File: config.mk
export PLATFORM = sky130hd
export DESIGN_NAME = ej32_obuf_tx
export DESIGN_NICKNAME = d
export VERILOG_FILES = /design/src/rtl/ej32_obuf_tx.sv
export SDC_FILE = /design/constraint.sdc
export NUM_CORES = 1
export LEC_CHECK = 0
export ABC_CLOCK_PERIOD_IN_PS = 5000
export CAP_MARGIN = 20
export CORE_UTILIZATION = 50
export DETAILED_ROUTE_END_ITERATION = 12
export HOLD_SLACK_MARGIN = 0.15
export PLACE_DENSITY = 0.77
export SYNTH_ARGS = -nofsm -noshare
export SYNTH_HDL_FRONTEND = slang
export SYNTH_SLANG_ARGS = --single-unit
File: constraint.sdc
create_clock -name clk -period 5 [get_ports clk]
set_clock_uncertainty 0.15 [all_clocks]
set_input_delay 1.25 -clock clk [delete_from_list [all_inputs] [get_ports clk]]
set_output_delay 1.25 -clock clk [all_outputs]
set_load 0.01 [all_outputs]
File: src/rtl/ej32_obuf_tx.sv
// Output-buffer reader for the eJ32 byte bus: prefetches bytes with one-cycle-latency
// reads into a small FIFO and streams them out on a valid/ready byte channel.
module ej32_obuf_tx #(
  parameter int ASZ      = 17,
  parameter int DEPTH    = 4,
  parameter bit STOP_NUL = 1'b1
) (
  input  logic           clk,
  input  logic           rst,
  input  logic           start,
  input  logic [ASZ-1:0] base,
  input  logic [15:0]    len,
  input  logic           abort,
  output logic           busy,
  output logic           done,
  output logic [15:0]    sent,
  output logic           mem_rd,
  output logic [ASZ-1:0] mem_addr,
  input  logic [7:0]     mem_di,
  output logic [7:0]     tx_data,
  output logic           tx_valid,
  input  logic           tx_ready,
  output logic [1:0]     dbg_state_o
);

  // tx channel: a byte moves when tx_valid & tx_ready in the same cycle; while
  // tx_valid is high and tx_ready low, tx_valid and tx_data hold their values.

  localparam int AW = $clog2(DEPTH);
  localparam logic [1:0]     S_IDLE = 2'd0;
  localparam logic [1:0]     S_RUN  = 2'd1;
  localparam logic [1:0]     S_FIN  = 2'd2;
  localparam logic [AW:0]    DEPTH_C = DEPTH[AW:0];
  localparam logic [AW:0]    CONE    = 1;
  localparam logic [AW-1:0]  PONE    = 1;
  localparam logic [ASZ-1:0] AONE    = 1;

  logic [1:0]     state_q, state_d;
  logic [ASZ-1:0] ptr_q, ptr_d;
  logic [15:0]    remain_q, remain_d;
  logic [15:0]    sent_q, sent_d;
  logic           inflight_q, inflight_d;
  logic           term_q, term_d;
  logic [AW-1:0]  wr_q, wr_d, rd_q, rd_d;
  logic [AW:0]    count_q, count_d;
  logic [7:0]     fifo_q [DEPTH];

  logic in_run, ret_now, nul_now, push, pop, flush, issue;

  assign in_run  = (state_q == S_RUN);
  assign ret_now = in_run && inflight_q && !abort;
  assign nul_now = STOP_NUL && inflight_q && (mem_di == 8'h00);
  assign push    = ret_now && !nul_now;
  assign pop     = tx_valid && tx_ready;
  assign flush   = in_run && abort;
  // A NUL arriving this cycle already blocks the next read, so no address past it is fetched.
  assign issue   = in_run && (remain_q != 16'd0) && !term_q && !nul_now &&
                   ((count_q + {{AW{1'b0}}, inflight_q}) < DEPTH_C);

  always_comb begin
    state_d    = state_q;
    ptr_d      = ptr_q;
    remain_d   = remain_q;
    sent_d     = sent_q;
    term_d     = term_q;
    inflight_d = issue && !abort;
    wr_d       = wr_q;
    rd_d       = rd_q;
    count_d    = count_q;
    case (state_q)
      S_IDLE: begin
        if (start) begin
          ptr_d    = base;
          remain_d = len;
          sent_d   = 16'd0;
          term_d   = 1'b0;
          state_d  = (len == 16'd0) ? S_FIN : S_RUN;
        end
      end
      S_RUN: begin
        if (issue) begin
          ptr_d    = ptr_q + AONE;
          remain_d = remain_q - 16'd1;
        end
        if (ret_now && nul_now) term_d = 1'b1;
        if (pop && (sent_q != 16'hFFFF)) sent_d = sent_q + 16'd1;
        if (abort) state_d = S_FIN;
        else if ((count_q == '0) && (term_q || ((remain_q == 16'd0) && !inflight_q)))
          state_d = S_FIN;
      end
      S_FIN:   state_d = S_IDLE;
      default: state_d = S_IDLE;
    endcase
    if (flush) begin
      wr_d    = '0;
      rd_d    = '0;
      count_d = '0;
    end else begin
      if (push) wr_d = wr_q + PONE;
      if (pop)  rd_d = rd_q + PONE;
      case ({push, pop})
        2'b10:   count_d = count_q + CONE;
        2'b01:   count_d = count_q - CONE;
        default: count_d = count_q;
      endcase
    end
  end

  always_ff @(posedge clk or negedge rst) begin
    if (!rst) begin
      state_q    <= S_IDLE;
      ptr_q      <= '0;
      remain_q   <= '0;
      sent_q     <= '0;
      inflight_q <= 1'b0;
      term_q     <= 1'b0;
      wr_q       <= '0;
      rd_q       <= '0;
      count_q    <= '0;
    end else begin
      state_q    <= state_d;
      ptr_q      <= ptr_d;
      remain_q   <= remain_d;
      sent_q     <= sent_d;
      inflight_q <= inflight_d;
      term_q     <= term_d;
      wr_q       <= wr_d;
      rd_q       <= rd_d;
      count_q    <= count_d;
    end
  end

  always_ff @(posedge clk or negedge rst) begin
    if (!rst) begin
      for (int i = 0; i < DEPTH; i++) fifo_q[i] <= 8'h00;
    end else if (push) begin
      fifo_q[wr_q] <= mem_di;
    end
  end

  assign busy        = in_run;
  assign done        = (state_q == S_FIN);
  assign sent        = sent_q;
  assign mem_rd      = issue;
  assign mem_addr    = ptr_q;
  assign tx_valid    = (count_q != '0);
  assign tx_data     = tx_valid ? fifo_q[rd_q] : 8'h00;
  assign dbg_state_o = state_q;

endmodule
==> flow_metrics.tcl, run 1 <==
set metrics [dict create \
    vias 4570 \
    start_util_pct 52.0 \
    maxSlewHeadroom_pct 39.4 \
    rows 36 \
    drv_cap 0 \
    syn-num-nets 574 \
    synth-edff-count 0 \
    final_nets 663 \
    grt_pass1_wl_mm 21.2 \
    period_minus_slack_ps 4520 \
    wl_per_cell_microns 17.3 \
    grt.overflow.total 0 \
    place_area_sq_um 6200 \
    syn_area_sq_um 5130 \
    max_stage_delay_ps 490 \
    htreeDepth 3 \
    p_int_mw 1.89 \
    grt_pass1_vias 4374 \
    area_growth_pct 24.9 \
    cts.path.max_buffers 2 \
    hpwlAfterDp_mm 9.08 \
    clock_power_share_pct 16.9 \
    dieArea_sq_um 10700 \
    status "complete, no violations" \
    arrival_ps 3120 \
    worst-setup-path-type "in2out" \
    final_layout_size_suffix_gt1_share_pct 13.2 \
    ys_warn_count 0 \
    slowest_stage "clkdlybuf4s50_1" \
    met2_usage_pct 43.4 \
    io_pins 93 \
    cts_setup_buffers 0 \
    core_sq_um 9860 \
    port_buffers 92 \
    synth_flop_cell "dfrtp_1" \
    die_w_microns 103 \
    crit_chain "clkdlybuf4s50_1 > nor4_1 > buf_4 > nand3_1 > nand3_1 > inv_2 > clkdlybuf4s50_1" \
    root_buffer "clkbuf_8" \
    finalCritPeriodShare_pct 90.4 \
    avgSynthCellArea_sq_um 9.89 \
    wl_mm 12.9 \
    cts.sink_count 92 \
    power.net_switching_mw 1.34 \
    syn_inst 519 \
    critPathMaxFanout 6 \
    grt_max_degree 73 \
    antenna_cells 0 \
    gp_congestion 0.811 \
    rsz0062_at_grt "no" \
    vias_per_cell 6.13 \
    total_leakage_power_nw 2.59 \
    cts.reportedPaths.clkPinSlew_ps 100 \
    vdd_drop_max_v 0.000238 \
    cts_resized 0 \
    endpoint_kind "output port" \
    path_buf_inv 4 \
    power.total_mw 3.23 \
    combPwrFrac_pct 43.6 \
    slew_viol_final 0 \
    insertion_delay_ps 370 \
    top_usage_layer "met2" \
    grtUsageMet1_pct 34.3 \
    yosys.cell_types.count 67 \
    synth_largest_area_cell "dfrtp_1" \
    min_path_type "reg2reg" \
    yosysMostFrequentCell "dfrtp_1" \
    cts-buffers-inserted 9 \
    synth_top_area_share_pct 44.9 \
    dr.pass1.iters 5 \
    required_ps 3600 \
    antenna_left 0 \
    yosysSeqAreaShare_pct 44.9 \
    worst_slew_pin_slew_ps 901 \
    ctsHoldBuffers 0 \
    num-fill-cells 773 \
    hold_viol 0 \
    cp-start-kind "input pin" \
    cts_tree "built" \
    die-height_microns 103 \
    power.density_nw_per_um2 504 \
    synthArstFlopShare_pct 100 \
    synth_top_cells_by_area "dfrtp_1 45%, mux2_2 7.0%, a21oi_1 4.2%" \
    power.share.switching_pct 41.4 \
    final_cell_area_sq_um 6410 \
    utilization_pct 65.0 \
    grt_use_total_pct 25.8 \
    finalSetupViolations 0 \
    antenna_found_initial 0 \
    cpLargestDelayFamily "buffers and inverters" \
    seq_power_share_pct 39.5 \
    synth_seq_cells 92 \
    drtIter0Drc 255 \
    clock.fmax_ghz 0.221 \
    use_met3_pct 4.37 \
    tns_ps 0 \
    post-route-drc-count 0 \
    synth_common_cells "92 x dfrtp_1, 51 x nand2_1, 43 x a21oi_1, 32 x mux2_2, 32 x nor2_1" \
]
-- registers in the layout, indices dropped and copies added, names as in the netlist --
signal,flops
fifo_q,32
mem_addr,17
remain_q,16
sent,16
count_q,3
dbg_state_o,2
rd_q,2
wr_q,2
inflight_q,1
term_q,1
-- worst paths after layout --
path / startpoint / slack [ps] / cells after the start / endpoint
worst max-delay path: mem_di[1] / 480 / 7 / mem_rd
worst min-delay path: fifo_q[10]$_DFFE_PN0P_ / 360 / 1 / fifo_q[10]$_DFFE_PN0P_
worst max register to register: dbg_state_o[0]$_DFFE_PN0P_ / 2120 / 7 / count_q[2]$_DFFE_PN0P_
worst min register to register: fifo_q[10]$_DFFE_PN0P_ / 360 / 1 / fifo_q[10]$_DFFE_PN0P_
max in group asynchronous: rst / 2980 / 2 / remain_q[14]$_DFFE_PN0P_
min in group asynchronous: rst / 860 / 1 / sent[6]$_DFFE_PN0P_
-- layout make-up --
type                       count  area (sq um)  share of cell area (%)
multi-input combinational    389          2680                    41.8
sequential                    92          2300                    35.9
timing repair buffer         102           993                    15.5
tap                          133           166                    2.60
clock buffer                  10           138                    2.15
clock inverter                 6          77.6                    1.21
inverter                      14          52.6                   0.820
-- cell families after synthesis --
| group | count (synthesis) | synth area share (%) |
|---|---|---|
| simple gates | 191 | 19.5 |
| compound gates | 141 | 18.3 |
| flops | 92 | 44.9 |
| mux | 43 | 11.1 |
| buf+inv | 38 | 3.02 |
| fa+ha+maj | 9 | 2.34 |
| xor+xnor | 5 | 0.853 |
-- power by group through the flow --
stage                     Combinational [mW]  Clock, mW  Sequential, mW
after floorplan                        0.910          0            1.21
after global placement                  1.35          0            1.27
after detailed placement                1.40          0            1.29
after CTS                               1.41      0.559            1.27
after global routing                    1.55      0.586            1.32
final                                   1.41      0.546            1.28
-- stage by stage --
stage,hold slack (ps),setup slack [ps],cells
2_1_floorplan,324,1530,519
3_3_place_gp,333,564,730
3_5_place_dp,339,466,730
4_1_cts,363,464,746
5_1_grt,376,333,746
6_report,361,482,746
-- routing by layer --
layer  routed length [microns]  up-vias
met3                       699       14
li1                          -     2146
met5                         0        -
met1                      5690     2253
met2                      6410      157
met4                       123        0
-- cell usage in the layout (no fill, tap or decap), types with 4 or more instances in the layout --
cell type	netlist	routed
mux4_2	8	8
and4_1	4	4
a31o_2	4	4
clkdlybuf4s50_1	0	91
clkbuf_8	0	10
o22ai_1	10	10
ha_1	8	8
o31ai_1	8	8
a21oi_1	43	43
nand2_1	51	51
dfrtp_1	92	92
or4_1	7	7
nor2_1	32	32
a31oi_1	5	4
nand3_1	21	21
nand2b_1	4	4
buf_4	2	11
mux2_2	32	32
nor3_1	14	14
nor4_1	12	12
inv_1	13	13
o311ai_0	4	4
a211oi_1	4	4
nor2b_1	8	8
o22a_1	5	5
nand4_1	6	6
o21ai_0	22	22
xnor2_1	5	5
and3_1	5	5
or3_1	13	13
Power figures use the tool's default switching activity.
==> run 2, diff against run 1 <==
--- a/config.mk
+++ b/config.mk
@@ -7,6 +7,7 @@
 export LEC_CHECK = 0
 export ABC_CLOCK_PERIOD_IN_PS = 5000
 export CAP_MARGIN = 20
+export CORE_MARGIN = 3
 export CORE_UTILIZATION = 50
 export DETAILED_ROUTE_END_ITERATION = 12
 export HOLD_SLACK_MARGIN = 0.15
==> run 2 against run 1 <==
Net effect:
- sequential cell count unchanged
- first-iteration DRC count down 4.3%
- wire length up 0.96%
- non-clock buffer count down 1
- setup slack worse by 69 ps
- final cell count down 0.13%
- via count down 0.50%
- critical endpoint unchanged
- largest power group unchanged
- highest routed layer unchanged
==> flow_metrics.tcl, run 2 (synthesized netlist as in run 1, its figures left out) <==
set metrics [dict create \
    die_w_microns 107 \
    finalCritPeriodShare_pct 91.7 \
    vias 4547 \
    area_growth_pct 24.7 \
    regMostFlops "fifo_q" \
    wl_mm 13.0 \
    min_path_type "reg2reg" \
    final_nets 662 \
    slew_viol_final 0 \
    clock_power_share_pct 16.5 \
    port_buffers 92 \
    core_sq_um 9860 \
    tns_ps 0 \
    cts-buffers-inserted 9 \
    drv_cap 0 \
    period_minus_slack_ps 4590 \
    vdd_drop_max_v 0.000245 \
    grt_use_total_pct 23.2 \
    cts.path.max_buffers 2 \
    cp-start-kind "input pin" \
    power.density_nw_per_um2 503 \
    gp_congestion 0.847 \
    cts.reportedPaths.clkPinSlew_ps 80 \
    grt_pass1_wl_mm 21.6 \
    crit_chain "clkdlybuf4s50_1 > nor4_1 > buf_4 > nand3_1 > nand3_1 > inv_2 > clkdlybuf4s50_1" \
    endpoint_kind "output port" \
    critPathMaxFanout 6 \
    status "complete, no violations" \
    vias_per_cell 6.10 \
    cts_resized 0 \
    post-route-drc-count 0 \
    grt_pass1_vias 4352 \
    finalSetupViolations 0 \
    final_cell_mix "92 x dfrtp_1, 91 x clkdlybuf4s50_1, 51 x nand2_1" \
    worst-setup-path-type "in2out" \
    worst_slack_ps 413 \
    io_pins 93 \
    rsz0062_at_grt "no" \
    cts_tree "built" \
    cts.sink_count 92 \
    p_int_mw 1.89 \
    seq_power_share_pct 39.7 \
    mostFrequentLayoutCell "dfrtp_1" \
    required_ps 3600 \
    root_buffer "clkbuf_8" \
    dieArea_sq_um 11500 \
    maxSlewHeadroom_pct 38.0 \
    power.share.switching_pct 41.2 \
    drtIter0Drc 244 \
    worst_slew_pin_slew_ps 921 \
    hold_viol 0 \
    clock.fmax_ghz 0.218 \
    ctsHoldBuffers 0 \
    cts_setup_buffers 0 \
    rows 36 \
    grt_max_degree 63 \
    power.total_mw 3.22 \
    total_leakage_power_nw 2.58 \
    antenna_cells 0 \
    die-height_microns 107 \
    combPwrFrac_pct 43.8 \
    start_util_pct 52.0 \
    htreeDepth 3 \
    max_stage_delay_ps 490 \
    arrival_ps 3190 \
    hpwlAfterDp_mm 9.11 \
    pre_cts_ws_ps 428 \
    final_layout_size_suffix_gt1_share_pct 13.1 \
    whs_ps 361 \
    antenna_found_initial 0 \
    wl_per_cell_microns 17.5 \
    insertion_delay_ps 350 \
    power.net_switching_mw 1.33 \
    final_cell_area_sq_um 6400 \
    grt.overflow.total 0 \
    largest_reg_flops 32 \
    antenna_left 0 \
    place_area_sq_um 6190 \
    slowest_stage "clkdlybuf4s50_1" \
    dr.pass1.iters 5 \
]
[run 2: changes by cell type in the layout (fill, tap and decap cells not counted), sizes merged]
cell	previous run	this run
clkinv	1	2
inv	17	16
buf	11	10
[run 2: cell type report]
class	instances	area, sq um
Timing Repair Buffer	101	990
Fill cell	787	3470
Sequential cell	92	2300
Tap cell	133	166
Inverter	14	52.6
Clock buffer	10	138
Multi-Input combinational cell	389	2680
Clock inverter	6	68.8
[run 2: path summary, 6_finish.rpt]
path | from | to | slack (ps) | depth (start not counted)
max in group asynchronous | rst | inflight_q$_DFF_PN0_ | 2930 | 2
hold / removal | fifo_q[5]$_DFFE_PN0P_ | fifo_q[5]$_DFFE_PN0P_ | 360 | 1
setup reg to reg | dbg_state_o[0]$_DFFE_PN0P_ | count_q[2]$_DFFE_PN0P_ | 2130 | 7
min in group asynchronous | rst | sent[14]$_DFFE_PN0P_ | 840 | 1
setup / recovery | mem_di[1] | mem_rd | 410 | 7
hold reg to reg | fifo_q[5]$_DFFE_PN0P_ | fifo_q[5]$_DFFE_PN0P_ | 360 | 1
[run 2: power by group through the flow]
stage               clock network, mW  logic (mW)  registers, mW
finish                          0.530        1.41           1.28
global route                    0.575        1.56           1.31
floorplan                           0       0.910           1.21
detailed placement                  0        1.41           1.28
CTS                             0.539        1.41           1.27
global placement                    0        1.36           1.27
[run 2: per-stage QoR]
step	utilization (%)	std cells
3_3_place_gp	62.7	728
3_5_place_dp	62.8	729
5_1_grt	64.9	745
4_1_cts	64.9	745
6_report	64.9	745
2_1_floorplan	-	519
[run 2: worst max-delay path, delay by kind of cell]
family	cells	cell delay (ps)
buffers and inverters	4	1240
and+or+nand+nor	3	690
[run 2: layer usage]
metal | GRT usage (%) | wire length [microns]
met4 | 7.12 | 155
met1 | 31.5 | 5730
met5 | 0 | 0
met3 | 4.56 | 686
met2 | 37.8 | 6470
==> run 3, diff against run 2 <==
--- a/config.mk
+++ b/config.mk
@@ -6,12 +6,11 @@
 export NUM_CORES = 1
 export LEC_CHECK = 0
 export ABC_CLOCK_PERIOD_IN_PS = 5000
-export CAP_MARGIN = 20
 export CORE_MARGIN = 3
 export CORE_UTILIZATION = 50
 export DETAILED_ROUTE_END_ITERATION = 12
-export HOLD_SLACK_MARGIN = 0.15
 export PLACE_DENSITY = 0.77
+export SKIP_CTS_REPAIR_TIMING = 1
 export SYNTH_ARGS = -nofsm -noshare
 export SYNTH_HDL_FRONTEND = slang
 export SYNTH_SLANG_ARGS = --single-unit
==> run 3 against run 2 <==
Net effect:
- global-route usage about the same
- critical path depth unchanged
- sequential cell count unchanged
- register-to-register slack got worse by 30 ps
- die area unchanged
- combinational power about the same
- final area decreased by 0.45%
- setup slack improved by 54 ps
- fmax increased by 1.2%
- utilization decreased by 0.29 points
- via count about the same
- wire length about the same
- critical endpoint unchanged
- largest cell class unchanged
==> flow_metrics.tcl, run 3 (synthesized netlist as in run 1, its figures left out) <==
set metrics [dict create \
    num-fill-cells 806 \
    vias 4551 \
    area_growth_pct 24.1 \
    largest_reg_flops 32 \
    antenna_found_initial 0 \
    final_cell_mix "92 x dfrtp_1, 91 x clkdlybuf4s50_1, 51 x nand2_1" \
    io_pins 93 \
    finalCritPeriodShare_pct 90.7 \
    vdd_drop_max_v 0.000231 \
    wl_mm 13.1 \
    hpwlAfterDp_mm 9.13 \
    grt_pass1_vias 4347 \
    gp_congestion 0.847 \
    antenna_cells 0 \
    dieArea_sq_um 11500 \
    cts.sink_count 92 \
    vias_per_cell 6.12 \
    clock.fmax_ghz 0.221 \
    drv_cap 0 \
    mostFrequentLayoutCell "dfrtp_1" \
    regMostFlops "fifo_q" \
    cts_tree "built" \
    arrival_ps 3130 \
    die_w_microns 107 \
    multi_input_area_sq_um 2680 \
    finalSetupViolations 0 \
    root_buffer "clkbuf_8" \
    total_leakage_power_nw 2.56 \
    path_buf_inv 4 \
    power.density_nw_per_um2 498 \
    grt_max_degree 63 \
    rsz0062_at_grt "no" \
    post-route-drc-count 0 \
    period_minus_slack_ps 4530 \
    required_ps 3600 \
    wl_per_cell_microns 17.5 \
    worst_slew_pin_slew_ps 1270 \
    dr.pass1.iters 4 \
    grt.overflow.total 0 \
    htreeDepth 3 \
    insertion_delay_ps 370 \
    cts-buffers-inserted 9 \
    rows 36 \
    max_stage_delay_ps 490 \
    final_nets 661 \
    cts.path.max_buffers 2 \
    rrSetupSlack_ps 2100 \
    grt_use_total_pct 23.2 \
    critPathMaxFanout 6 \
    hold_viol 0 \
    port_buffers 92 \
    tns_ps 0 \
    die-height_microns 107 \
    worst-setup-path-type "in2out" \
    antenna_left 0 \
    slew_viol_final 0 \
    pre_cts_ws_ps 471 \
    cts.reportedPaths.clkPinSlew_ps 90 \
    cp-start-kind "input pin" \
    min_path_type "reg2reg" \
    status "complete, no violations" \
    core_sq_um 9860 \
    crit_chain "clkdlybuf4s50_1 > nor4_1 > buf_4 > nand3_1 > nand3_1 > inv_2 > clkdlybuf4s50_1" \
    endpoint_kind "output port" \
    cpLargestDelayFamily "buffers and inverters" \
    power.total_mw 3.17 \
    slowest_stage "clkdlybuf4s50_1" \
    final_layout_size_suffix_gt1_share_pct 12.9 \
    ff_latch_area_sq_um 2300 \
    worst_slack_ps 467 \
    maxSlewHeadroom_pct 14.7 \
    drtIter0Drc 235 \
    start_util_pct 52.0 \
    grt_pass1_wl_mm 21.6 \
]
-- run 3: cell count changes in the layout (fill, tap and decap cells not counted) --
cell / delta
inv_8: +2
buf_6: -1
bufinv_16: -1
clkbuf_8: -1
clkinv_2: -1
clkinv_4: +1
-- run 3: per-layer routing --
metal	global-route usage (%)	wire length, microns
met5	0	0
met4	5.39	130
met3	4.38	844
met2	37.3	6410
met1	32.9	5660
-- run 3: power by group --
part / internal (mW) / total (mW) / leakage (nW) / switching (mW)
combinational: 0.676 / 1.40 / 1.28 / 0.728
sequential: 0.960 / 1.28 / 1.18 / 0.321
clock: 0.193 / 0.488 / 0.0943 / 0.295
total: 1.83 / 3.17 / 2.56 / 1.34
-- run 3: final timing paths --
kind	from	endpoint	cells past startpoint
hold reg to reg	fifo_q[5]$_DFFE_PN0P_	fifo_q[5]$_DFFE_PN0P_	1
hold / removal	fifo_q[5]$_DFFE_PN0P_	fifo_q[5]$_DFFE_PN0P_	1
setup reg to reg	dbg_state_o[0]$_DFFE_PN0P_	count_q[2]$_DFFE_PN0P_	7
setup / recovery	mem_di[1]	mem_rd	7
max in group asynchronous	rst	fifo_q[28]$_DFFE_PN0P_	2
min in group asynchronous	rst	sent[7]$_DFFE_PN0P_	1
-- run 3: per-stage QoR --
stage | hold WS, ps | cells | cell area (sq um) | utilization, %
floorplan | 324 | 519 | 5130 | -
global placement | 333 | 728 | 6180 | 62.7
detailed placement | 340 | 728 | 6180 | 62.7
CTS | 365 | 744 | 6370 | 64.6
global route | 377 | 744 | 6370 | 64.6
finish | 362 | 744 | 6370 | 64.6
-- run 3: cell type report --
| type | count | area share, % |
|---|---|---|
| flip-flops and latches | 92 | 36.1 |
| inverters | 14 | 0.825 |
| well taps | 133 | 2.61 |
| clock buffers | 9 | 1.94 |
| repair buffers | 100 | 15.4 |
| multi-input cells | 389 | 42.1 |
| clock inverters | 7 | 1.02 |
-- run 3: worst reg2reg max path, delay by kind of cell (launching register included) --
kind | cells | cell delay (ps)
compound gates | 2 | 630
fa+ha+maj | 1 | 400
simple gates | 4 | 770
flops | 1 | 840
